[config.mk]
export PLATFORM = sky130hd
export DESIGN_NAME = readout_sequencer_flat
export DESIGN_NICKNAME = d
export VERILOG_FILES = /design/src/rtl/readout_sequencer_if.sv /design/src/rtl/readout_sequencer.sv /design/src/flat_wrapper.sv
export SDC_FILE = /design/constraint.sdc
export NUM_CORES = 1
export LEC_CHECK = 0
export CORE_ASPECT_RATIO = 0.7
export CORE_MARGIN = 2
export CORE_UTILIZATION = 50
export DETAILED_ROUTE_END_ITERATION = 16
export PLACE_DENSITY_LB_ADDON = 0.25
export SETUP_SLACK_MARGIN = 0.05
export SLEW_MARGIN = 40
export SYNTH_ARGS = -nofsm -noshare
export SYNTH_HDL_FRONTEND = slang
export SYNTH_SLANG_ARGS = --single-unit
[constraint.sdc]
create_clock -name CLK -period 4.1 [get_ports CLK]
set_clock_uncertainty 0.05 [all_clocks]
set_input_delay 0.615 -clock CLK [delete_from_list [all_inputs] [get_ports CLK]]
set_output_delay 0.615 -clock CLK [all_outputs]
set_load 0.01 [all_outputs]
[src/rtl/readout_sequencer_if.sv]
// Bundle of event-control, channel and output-stream signals for readout_sequencer.
// The slave modport is the sequencer side; master is the driver/host side.
interface readout_sequencer_if #(
    parameter int NCH   = 4,
    parameter int WIDTH = 12,
    parameter int SIZE  = 8,
    parameter int OW    = 16
);
    logic                   start;
    logic [NCH-1:0]         ch_mask;
    logic [SIZE-1:0]        howmany;
    logic [SIZE:0]          fifo_space;
    logic [NCH*WIDTH-1:0]   ch_dout;
    logic [NCH-1:0]         ch_rd_request;
    logic [OW-1:0]          out_data;
    logic                   out_valid;
    logic                   busy;
    logic                   done;
    logic [7:0]             evt_count;
    logic                   err;

    modport slave (
        input  start, ch_mask, howmany, fifo_space, ch_dout,
        output ch_rd_request, out_data, out_valid, busy, done, evt_count, err
    );

    modport master (
        output start, ch_mask, howmany, fifo_space, ch_dout,
        input  ch_rd_request, out_data, out_valid, busy, done, evt_count, err
    );
endinterface

[src/rtl/readout_sequencer.sv]
// Event-level readout controller: walks enabled channels in ascending order,
// emits a header per channel, requests its data and forwards howmany samples
// into a single registered output stream.
module readout_sequencer #(
    parameter int NCH      = 4,
    parameter int WIDTH    = 12,
    parameter int SIZE     = 8,
    parameter int READ_LAT = 2,
    parameter int OW       = 16
) (
    input  logic              CLK,
    input  logic              RESET_N,
    readout_sequencer_if.slave bus
);

    localparam int IW = (NCH > 1) ? $clog2(NCH) : 1;
    // r_lat only has to hold READ_LAT-1
    localparam int LW = (READ_LAT > 1) ? $clog2(READ_LAT) : 1;
    localparam logic [IW-1:0] LAST_IDX = IW'(NCH - 1);

    typedef enum logic [2:0] {
        S_IDLE,
        S_SCAN,
        S_WAIT_SPACE,
        S_HDR,
        S_CAPTURE,
        S_DONE
    } state_t;

    state_t            r_state, r_state_next;
    logic [IW-1:0]     r_idx, r_idx_next;
    logic [NCH-1:0]    r_mask, r_mask_next;
    logic [SIZE-1:0]   r_howmany, r_howmany_next;
    logic [LW-1:0]     r_lat, r_lat_next;
    logic [SIZE-1:0]   r_word, r_word_next;
    logic [OW-1:0]     r_out_data, r_out_data_next;
    logic              r_out_valid, r_out_valid_next;
    logic [7:0]        r_evt_count, r_evt_count_next;
    logic              r_err, r_err_next;

    logic [WIDTH-1:0]  w_ch [NCH];
    logic              w_found;
    logic [IW-1:0]     w_scan_idx;
    logic              w_space_ok;
    logic [OW-1:0]     w_hdr;

    // Split the flat DOUT bus into per-channel samples and decode the read requests
    for (genvar gi = 0; gi < NCH; gi++) begin : g_ch
        assign w_ch[gi] = bus.ch_dout[gi*WIDTH +: WIDTH];
        assign bus.ch_rd_request[gi] = (r_state == S_HDR) && (r_idx == IW'(gi));
    end

    // Lowest enabled channel at or above the current index
    always_comb begin
        w_found    = 1'b0;
        w_scan_idx = r_idx;
        for (int i = NCH - 1; i >= 0; i--) begin
            if (r_mask[i] && (IW'(i) >= r_idx)) begin
                w_found    = 1'b1;
                w_scan_idx = IW'(i);
            end
        end
    end

    // Header + howmany data words must all fit; compared at SIZE+1 bits so 2^SIZE is representable
    assign w_space_ok = (bus.fifo_space >= ({1'b0, r_howmany} + (SIZE+1)'(1)));

    // Header fields left-aligned in the output word, zero-filled below
    always_comb begin
        w_hdr = '0;
        w_hdr[OW-1 -: 16] = {4'hA, 4'(r_idx), r_evt_count};
    end

    // State register and all datapath registers; async reset abandons any event
    always_ff @(posedge CLK or negedge RESET_N) begin
        if (!RESET_N) begin
            r_state     <= S_IDLE;
            r_idx       <= '0;
            r_mask      <= '0;
            r_howmany   <= '0;
            r_lat       <= '0;
            r_word      <= '0;
            r_out_data  <= '0;
            r_out_valid <= 1'b0;
            r_evt_count <= '0;
            r_err       <= 1'b0;
        end else begin
            r_state     <= r_state_next;
            r_idx       <= r_idx_next;
            r_mask      <= r_mask_next;
            r_howmany   <= r_howmany_next;
            r_lat       <= r_lat_next;
            r_word      <= r_word_next;
            r_out_data  <= r_out_data_next;
            r_out_valid <= r_out_valid_next;
            r_evt_count <= r_evt_count_next;
            r_err       <= r_err_next;
        end
    end

    // Next-state and next-output logic for the channel walk
    always_comb begin
        r_state_next     = r_state;
        r_idx_next       = r_idx;
        r_mask_next      = r_mask;
        r_howmany_next   = r_howmany;
        r_lat_next       = r_lat;
        r_word_next      = r_word;
        r_out_data_next  = r_out_data;
        r_out_valid_next = 1'b0;
        r_evt_count_next = r_evt_count;
        r_err_next       = r_err;

        case (r_state)
            S_IDLE: begin
                if (bus.start) begin
                    r_mask_next    = bus.ch_mask;
                    r_howmany_next = bus.howmany;
                    r_idx_next     = '0;
                    r_err_next     = 1'b0;
                    r_state_next   = S_SCAN;
                end
            end
            S_SCAN: begin
                if (!w_found || (r_howmany == '0)) begin
                    r_state_next = S_DONE;
                end else begin
                    r_idx_next   = w_scan_idx;
                    r_state_next = S_WAIT_SPACE;
                end
            end
            S_WAIT_SPACE: begin
                if (w_space_ok) begin
                    r_state_next = S_HDR;
                end
            end
            S_HDR: begin
                // Header lands on the output the cycle after the read request
                r_out_valid_next = 1'b1;
                r_out_data_next  = w_hdr;
                r_lat_next       = LW'(READ_LAT - 1);
                r_word_next      = '0;
                r_state_next     = S_CAPTURE;
            end
            S_CAPTURE: begin
                if (r_lat != '0) begin
                    r_lat_next = r_lat - LW'(1);
                end else begin
                    r_out_valid_next = 1'b1;
                    r_out_data_next  = OW'(w_ch[r_idx]);
                    r_word_next      = r_word + SIZE'(1);
                    if (r_word == (r_howmany - SIZE'(1))) begin
                        if (r_idx == LAST_IDX) begin
                            r_state_next = S_DONE;
                        end else begin
                            r_idx_next   = r_idx + IW'(1);
                            r_state_next = S_SCAN;
                        end
                    end
                end
            end
            S_DONE: begin
                r_evt_count_next = r_evt_count + 8'd1;
                r_state_next     = S_IDLE;
            end
            default: begin
                r_state_next = S_IDLE;
            end
        endcase

        // A start outside IDLE (including the DONE cycle) is dropped and flagged
        if (bus.start && (r_state != S_IDLE)) begin
            r_err_next = 1'b1;
        end
    end

    assign bus.out_data  = r_out_data;
    assign bus.out_valid = r_out_valid;
    assign bus.busy      = (r_state != S_IDLE) && (r_state != S_DONE);
    assign bus.done      = (r_state == S_DONE);
    assign bus.evt_count = r_evt_count;
    assign bus.err       = r_err;

endmodule

[src/flat_wrapper.sv]
// flat-port wrapper written by rule: the top's interface ports become plain ports
module readout_sequencer_flat 
#(
    parameter int NCH      = 4,
    parameter int WIDTH    = 12,
    parameter int SIZE     = 8,
    parameter int READ_LAT = 2,
    parameter int OW       = 16
)
  (CLK, RESET_N, bus_start, bus_ch_mask, bus_howmany, bus_fifo_space, bus_ch_dout, bus_ch_rd_request, bus_out_data, bus_out_valid, bus_busy, bus_done, bus_evt_count, bus_err);
  readout_sequencer_if #(.NCH(NCH), .WIDTH(WIDTH), .SIZE(SIZE), .OW(OW)) bus_i ();
  input  logic CLK;
  input  logic RESET_N;
  input wire logic [$bits(bus_i.start)-1:0] bus_start;
  input wire logic [$bits(bus_i.ch_mask)-1:0] bus_ch_mask;
  input wire logic [$bits(bus_i.howmany)-1:0] bus_howmany;
  input wire logic [$bits(bus_i.fifo_space)-1:0] bus_fifo_space;
  input wire logic [$bits(bus_i.ch_dout)-1:0] bus_ch_dout;
  output wire logic [$bits(bus_i.ch_rd_request)-1:0] bus_ch_rd_request;
  output wire logic [$bits(bus_i.out_data)-1:0] bus_out_data;
  output wire logic [$bits(bus_i.out_valid)-1:0] bus_out_valid;
  output wire logic [$bits(bus_i.busy)-1:0] bus_busy;
  output wire logic [$bits(bus_i.done)-1:0] bus_done;
  output wire logic [$bits(bus_i.evt_count)-1:0] bus_evt_count;
  output wire logic [$bits(bus_i.err)-1:0] bus_err;
  assign bus_i.start = bus_start;
  assign bus_i.ch_mask = bus_ch_mask;
  assign bus_i.howmany = bus_howmany;
  assign bus_i.fifo_space = bus_fifo_space;
  assign bus_i.ch_dout = bus_ch_dout;
  assign bus_ch_rd_request = bus_i.ch_rd_request;
  assign bus_out_data = bus_i.out_data;
  assign bus_out_valid = bus_i.out_valid;
  assign bus_busy = bus_i.busy;
  assign bus_done = bus_i.done;
  assign bus_evt_count = bus_i.evt_count;
  assign bus_err = bus_i.err;
  readout_sequencer #(.NCH(NCH), .WIDTH(WIDTH), .SIZE(SIZE), .READ_LAT(READ_LAT), .OW(OW)) u_core (.CLK(CLK), .RESET_N(RESET_N), .bus(bus_i));
endmodule
Yosys cells after proc, flatten, opt, wreduce, memory -nomap -nowiden
Index checks and enable logic that the tools add are counted.
Operators by class
  add/sub/neg operators: 6
  multiply operators: 0
  div/mod/pow operators: 0
  magnitude comparators: 6
  eq/ne operators: 17
  shift operators: 0
  multiplexer cells: 35
  bitwise logic cells: 1
  reduce and logical (&&, ||, !) cells: 25
Operators with widths (number)
  $pmux 16 s2: 1
  $bmux 12 s2: 1
  $mux 12: 2
  $mux 2: 9
  $mux 3: 6
  $add 8x1->8 const B: 2
  $mux 16: 1
  $pmux 8 s2: 1
  $pmux 3 s5: 1
  $logic_and 1x1->1: 10
  $add 8x1->9 const B: 1
  $ge 9x9->1: 1
  $mux 1: 9
  $eq 8x8->1: 1
  $logic_not 8->1: 1
  $mux 8: 1
  $ne 2x2->1 const B: 4
  $sub 8x1->8 const B: 1
  $reduce_and 7->1: 1
  $eq 3x2->1 const B: 2
  $eq 3x3->1 const B: 2
  $pmux 2 s3: 1
  $reduce_and 2->1: 3
  $reduce_bool 2->1: 3
  19 further kinds: 25
Storage, ports and cells
  register bits after elaboration: 52
  bits in latches: 0
  RAM bits: 0
  ROM bits: 0
  bits of input ports: 72
  memories: 0

Longest topological paths before layout
  word-level depth: 10
  gate-level depth with buffers: 11
  depth with buffers taken out: 11

Worst setup path after synthesis
Ideal clock, no wire load.
  path type: reg-to-reg
  from: register u_core.r_idx[0]
  to: register u_core.r_idx[0]
  library setup time: 0.125 ns
  arrival: 2.253 ns
  data required time: 3.925 ns
  setup slack: 1.672 ns
  cell stages (with the launch flop): 10
  clock period less this slack: 2.428 ns
  cell sequence: dfrtp_1 > buf_2 > buf_2 > inv_1 > ha_1 > a221o_1 > a2bb2oi_1 > a22o_1 > nand3_4 > mux2_4
On the way
  cells in the longest elaborated chain, start to end: 10
Ends and longest elaborated chain
  from (decl): RTL line readout_sequencer.sv:31  | logic [IW-1:0] r_idx, r_idx_next;
  from (signal assigned): RTL line readout_sequencer.sv:89  | r_idx <= r_idx_next;
  $ge 2x2->1: RTL line readout_sequencer.sv:58  | if (r_mask[i] && (IW'(i) >= r_idx)) begin
  $logic_and 1x1->1: RTL line readout_sequencer.sv:58
  $mux 1 (4 in series): RTL line readout_sequencer.sv:58
  $logic_not 1->1: RTL line readout_sequencer.sv:125  | if (!w_found || (r_howmany == '0)) begin
  $logic_or 1x1->1: RTL line readout_sequencer.sv:125
  $ne 2x2->1 (no line)
  $reduce_and 7->1 (no line)
Several ways; a longest one is shown, not always the timed one. The select of a mux whose other input is x is not followed.
A chain may end at the register's enable or synchronous reset.

Worst setup path after layout
  from: register u_core.r_state[2]
  to: output port bus_ch_rd_request[2]
On the way
  cells in the longest elaborated chain, start to end: 2
Ends and longest elaborated chain
  from (decl): RTL line readout_sequencer.sv:30  | state_t r_state, r_state_next;
  from (signal assigned): RTL line readout_sequencer.sv:88  | r_state <= r_state_next;
  $eq 3x2->1: RTL line readout_sequencer.sv:50  | assign bus.ch_rd_request[gi] = (r_state == S_HDR) && (r_idx == IW'(gi));
  $logic_and 1x1->1: RTL line readout_sequencer.sv:50
  to (decl): RTL line flat_wrapper.sv:19  | output wire logic [$bits(bus_i.ch_rd_request)-1:0] bus_ch_rd_request;
No other way between the ends.

==> metrics.md <==
| Metric | Value |
|---|---|
| Outcome | complete, no violations |
| Fmax | 339 MHz |
| Final setup TNS | 0 ns |
| Post-synthesis cell type count | 58 |
| Syn Area/Cell | 10.2 um2 |
| DIE AREA | 7040 um2 |
| Core Region | 6190 um2 |
| #FFs+latches synth | 49 |
| ANT nets after route | 0 |
| Iter 0 DRT Violations | approximately 80 |
| Tmin final | 2.95 ns |
| RSZ-0062 raised after global routing | no |
| I/O pins | 104 |
| Max-cap violation count | 0 |
| Initial antenna violation count | 0 |
| Synth top cells by count | dfrtp_1 (49), nand2_1 (33), nor2_1 (29), ha_1 (18), xnor2_1 (16) |
| WHS | 0.257 ns |
| # rows | 24 |
| CTS sink count | a little under 50 |
| DRC Markers | 0 |
| Worst-Skew Late Latency | 0.31 ns |
| R2R cell count | 10 |
| Final slew viol count | 0 |
| Synth top area share | 0.385 |
| Cells after Synth | 313 |
| Hold Vio Cnt, Final | 0 |
| Setup Fix Bufs, Post-CTS | 0 |
| Routed wire length | between 7 and 8 mm |
| RD Place Congestion | 0.847 |
| Top_reg_cell synth | dfrtp_1 |
| Setup slack, reg-to-reg | 1.43 ns |
| Wire per inst | about 16 um |
| Vias/cell | 5.49 |
| Most frequent cell after synthesis | dfrtp_1 |
| Share of layout cells above drive strength 1 | 0.116 |
| Leak pwr | 0.00184 uW |
| Post-CTS sizing | 0 |
| Hold_buf cts | 0 |
| Via count | 2656 |
| Vias in the first global route | between 2000 and 3000 |
| P&R area growth vs syn | 36.0% |
| Clk slew on worst S/H paths | about 0.10 ns |
| Setup violations, final | 0 |
| Relative slew slack | 0.503 |
| IO Port Bufs | a little over 100 |
| CTS root buf | clkbuf_8 |
| # diodes | 0 |
| First-pass GRT wire length | 13.1 mm |
| Fin nets | roughly 500 |
| Max rail drop VDD | about 0.36 mV |
| CP arrival | about 2.3 ns |
| Worst Max-Slew Pin Slew | 0.745 ns |
| Die X | ~99 um |
| Kind of end point of the critical path | primary output |
| Crit Path Class | reg2out |
| Dpl hpwl | 5.91 mm |
| DRT Pass-1 Iters | 4 |
| Synth top area cells | dfrtp_1 (38%), ha_1 (7.1%), mux4_2 (7.1%) |
| Aggregate global-route resource usage | 0.233 |
| Mapped cell area | 3190 um2 |
| Fill cells | slightly below 500 |
| Synth area leader | dfrtp_1 |
| Ys async rst share | 1.00 |
| CP required | 3.43 ns |
| Die span in y | 70.8 um |
| CTS tree | done |
| Final Cycle Share | 0.719 |
| CP Launch Type | flip-flop |
| CTS Buf Count | 5 |
| Sequential-to-total area share from yosys stat | 0.385 |
| H-Tree Depth | 2 |
| CP peak stage delay | 0.63 ns |
| P per Cell Area | 700 nW/um2 |
| Synthesis Warnings | 0 |
| Worst hold path class | in2async |
| Max clock buf depth | 2 |
| CP Cell Sequence | and3b_1, and2_1, clkdlybuf4s50_1 |
| EDFF count, synth | 0 |
| Largest net degree at the start of global routing | 50 |
| Grt total ovfl | 0 |
| CP max-delay cell | and3b_1 |
| CP Max Fanout | 16 |
| Starting Density | 0.515 |
==> power breakdown <==
group	switching [uW]	leakage, uW	total, uW	internal, uW
Clock	171	0.0000574	370	199
Sequential	322	0.000596	1020	694
Combinational	771	0.00119	1650	876
Total	1270	0.00184	3030	1770
==> final timing paths <==
path / start / end
hold / removal: RESET_N / u_core.r_howmany[3]$_DFFE_PN0P_
hold reg to reg: u_core.bus.out_data[8]$_DFFE_PN0P_ / u_core.bus.out_data[8]$_DFFE_PN0P_
min in group CLK: u_core.bus.out_data[8]$_DFFE_PN0P_ / u_core.bus.out_data[8]$_DFFE_PN0P_
setup / recovery: u_core.r_state[2]$_DFFE_PN0P_ / bus_ch_rd_request[2]
max in group asynchronous: RESET_N / u_core.r_idx[0]$_DFFE_PN0P_
setup reg to reg: u_core.r_howmany[0]$_DFFE_PN0P_ / u_core.r_state[2]$_DFFE_PN0P_
==> metrics by stage <==
| step | power (uW) | instances | setup WS (ns) | instance area (um2) | utilization |
|---|---|---|---|---|---|
| floorplan | 2140 | 314 | 1.67 | 3190 | - |
| global placement | 2610 | 476 | 1.38 | 4210 | 0.681 |
| detailed placement | 2670 | 476 | 1.48 | 4220 | 0.681 |
| CTS | 3050 | 484 | 1.17 | 4340 | 0.701 |
| global route | 3280 | 484 | 1.06 | 4340 | 0.701 |
| finish | 3030 | 484 | 1.15 | 4340 | 0.701 |
==> worst max-delay path, delay by kind of cell (launching register included) <==
family	cells	cell delay, ns
AND/OR/NAND/NOR	2	0.85
buffers and inverters	1	0.54
flip-flops	1	0.59
==> flip-flops by register name (all words and copies together) (netlist names) <==
name / cells
u_core.bus.out_valid: 1
u_core.r_word: 8
u_core.r_idx: 2
u_core.r_howmany: 8
u_core.r_lat: 1
u_core.bus.out_data: 13
u_core.bus.err: 1
u_core.r_state: 3
u_core.r_mask: 4
u_core.bus.evt_count: 8
==> layout make-up <==
cell class              instances  area, um2  area share
clock buffers                   6       82.6      0.0190
repair buffers                103       1020       0.236
flip-flops and latches         49       1230       0.283
multi-input cells             233       1820       0.419
clock inverters                 2       37.5     0.00866
inverters                      13       48.8      0.0113
well taps                      78       97.6      0.0225
==> metal layers <==
metal | routed length (um) | up-vias | share of wire | global-route usage
met2 | 3590 | 76 | 0.47 | 0.380
met5 | 0 | - | 0 | 0
li1 | - | 1289 | - | -
met1 | 3650 | 1284 | 0.47 | 0.328
met3 | 420 | 7 | 0.054 | 0.0464
met4 | 61 | 0 | 0.0079 | 0.0533
==> kinds of logic (layout without fill, tap and decap cells) <==
logic type,after synthesis,in the layout,synth area share
AOI/OAI and AO/OA,47,47,0.106
xor gates and xnor gates,29,29,0.0797
adders and majority gates,18,18,0.0707
buffers and inverters,32,124,0.0459
DFF,49,49,0.385
muxes,27,27,0.131
other,1,2,0.00118
and+or+nand+nor,110,110,0.181
==> cell usage in the layout, fill, tap and decap left out, types with 3 or more instances in the layout <==
| master | n |
|---|---|
| ha_1 | 18 |
| mux4_2 | 10 |
| nor2_1 | 29 |
| mux2i_1 | 3 |
| inv_2 | 3 |
| nand2b_1 | 4 |
| xnor2_1 | 16 |
| and3_1 | 3 |
| a31oi_1 | 10 |
| a21oi_1 | 6 |
| and2_1 | 4 |
| o21ai_0 | 5 |
| inv_1 | 10 |
| clkdlybuf4s50_1 | 100 |
| nand3_1 | 11 |
| dfrtp_1 | 48 |
| clkbuf_8 | 6 |
| xor2_1 | 13 |
| o21a_1 | 3 |
| nand4_1 | 3 |
| nand2_1 | 33 |
| a22o_1 | 4 |
| nor3_1 | 4 |
| buf_4 | 3 |
| a211oi_1 | 3 |
| o21ai_1 | 3 |
| mux2_2 | 11 |
Note: power is estimated with default switching activity, not from simulation.
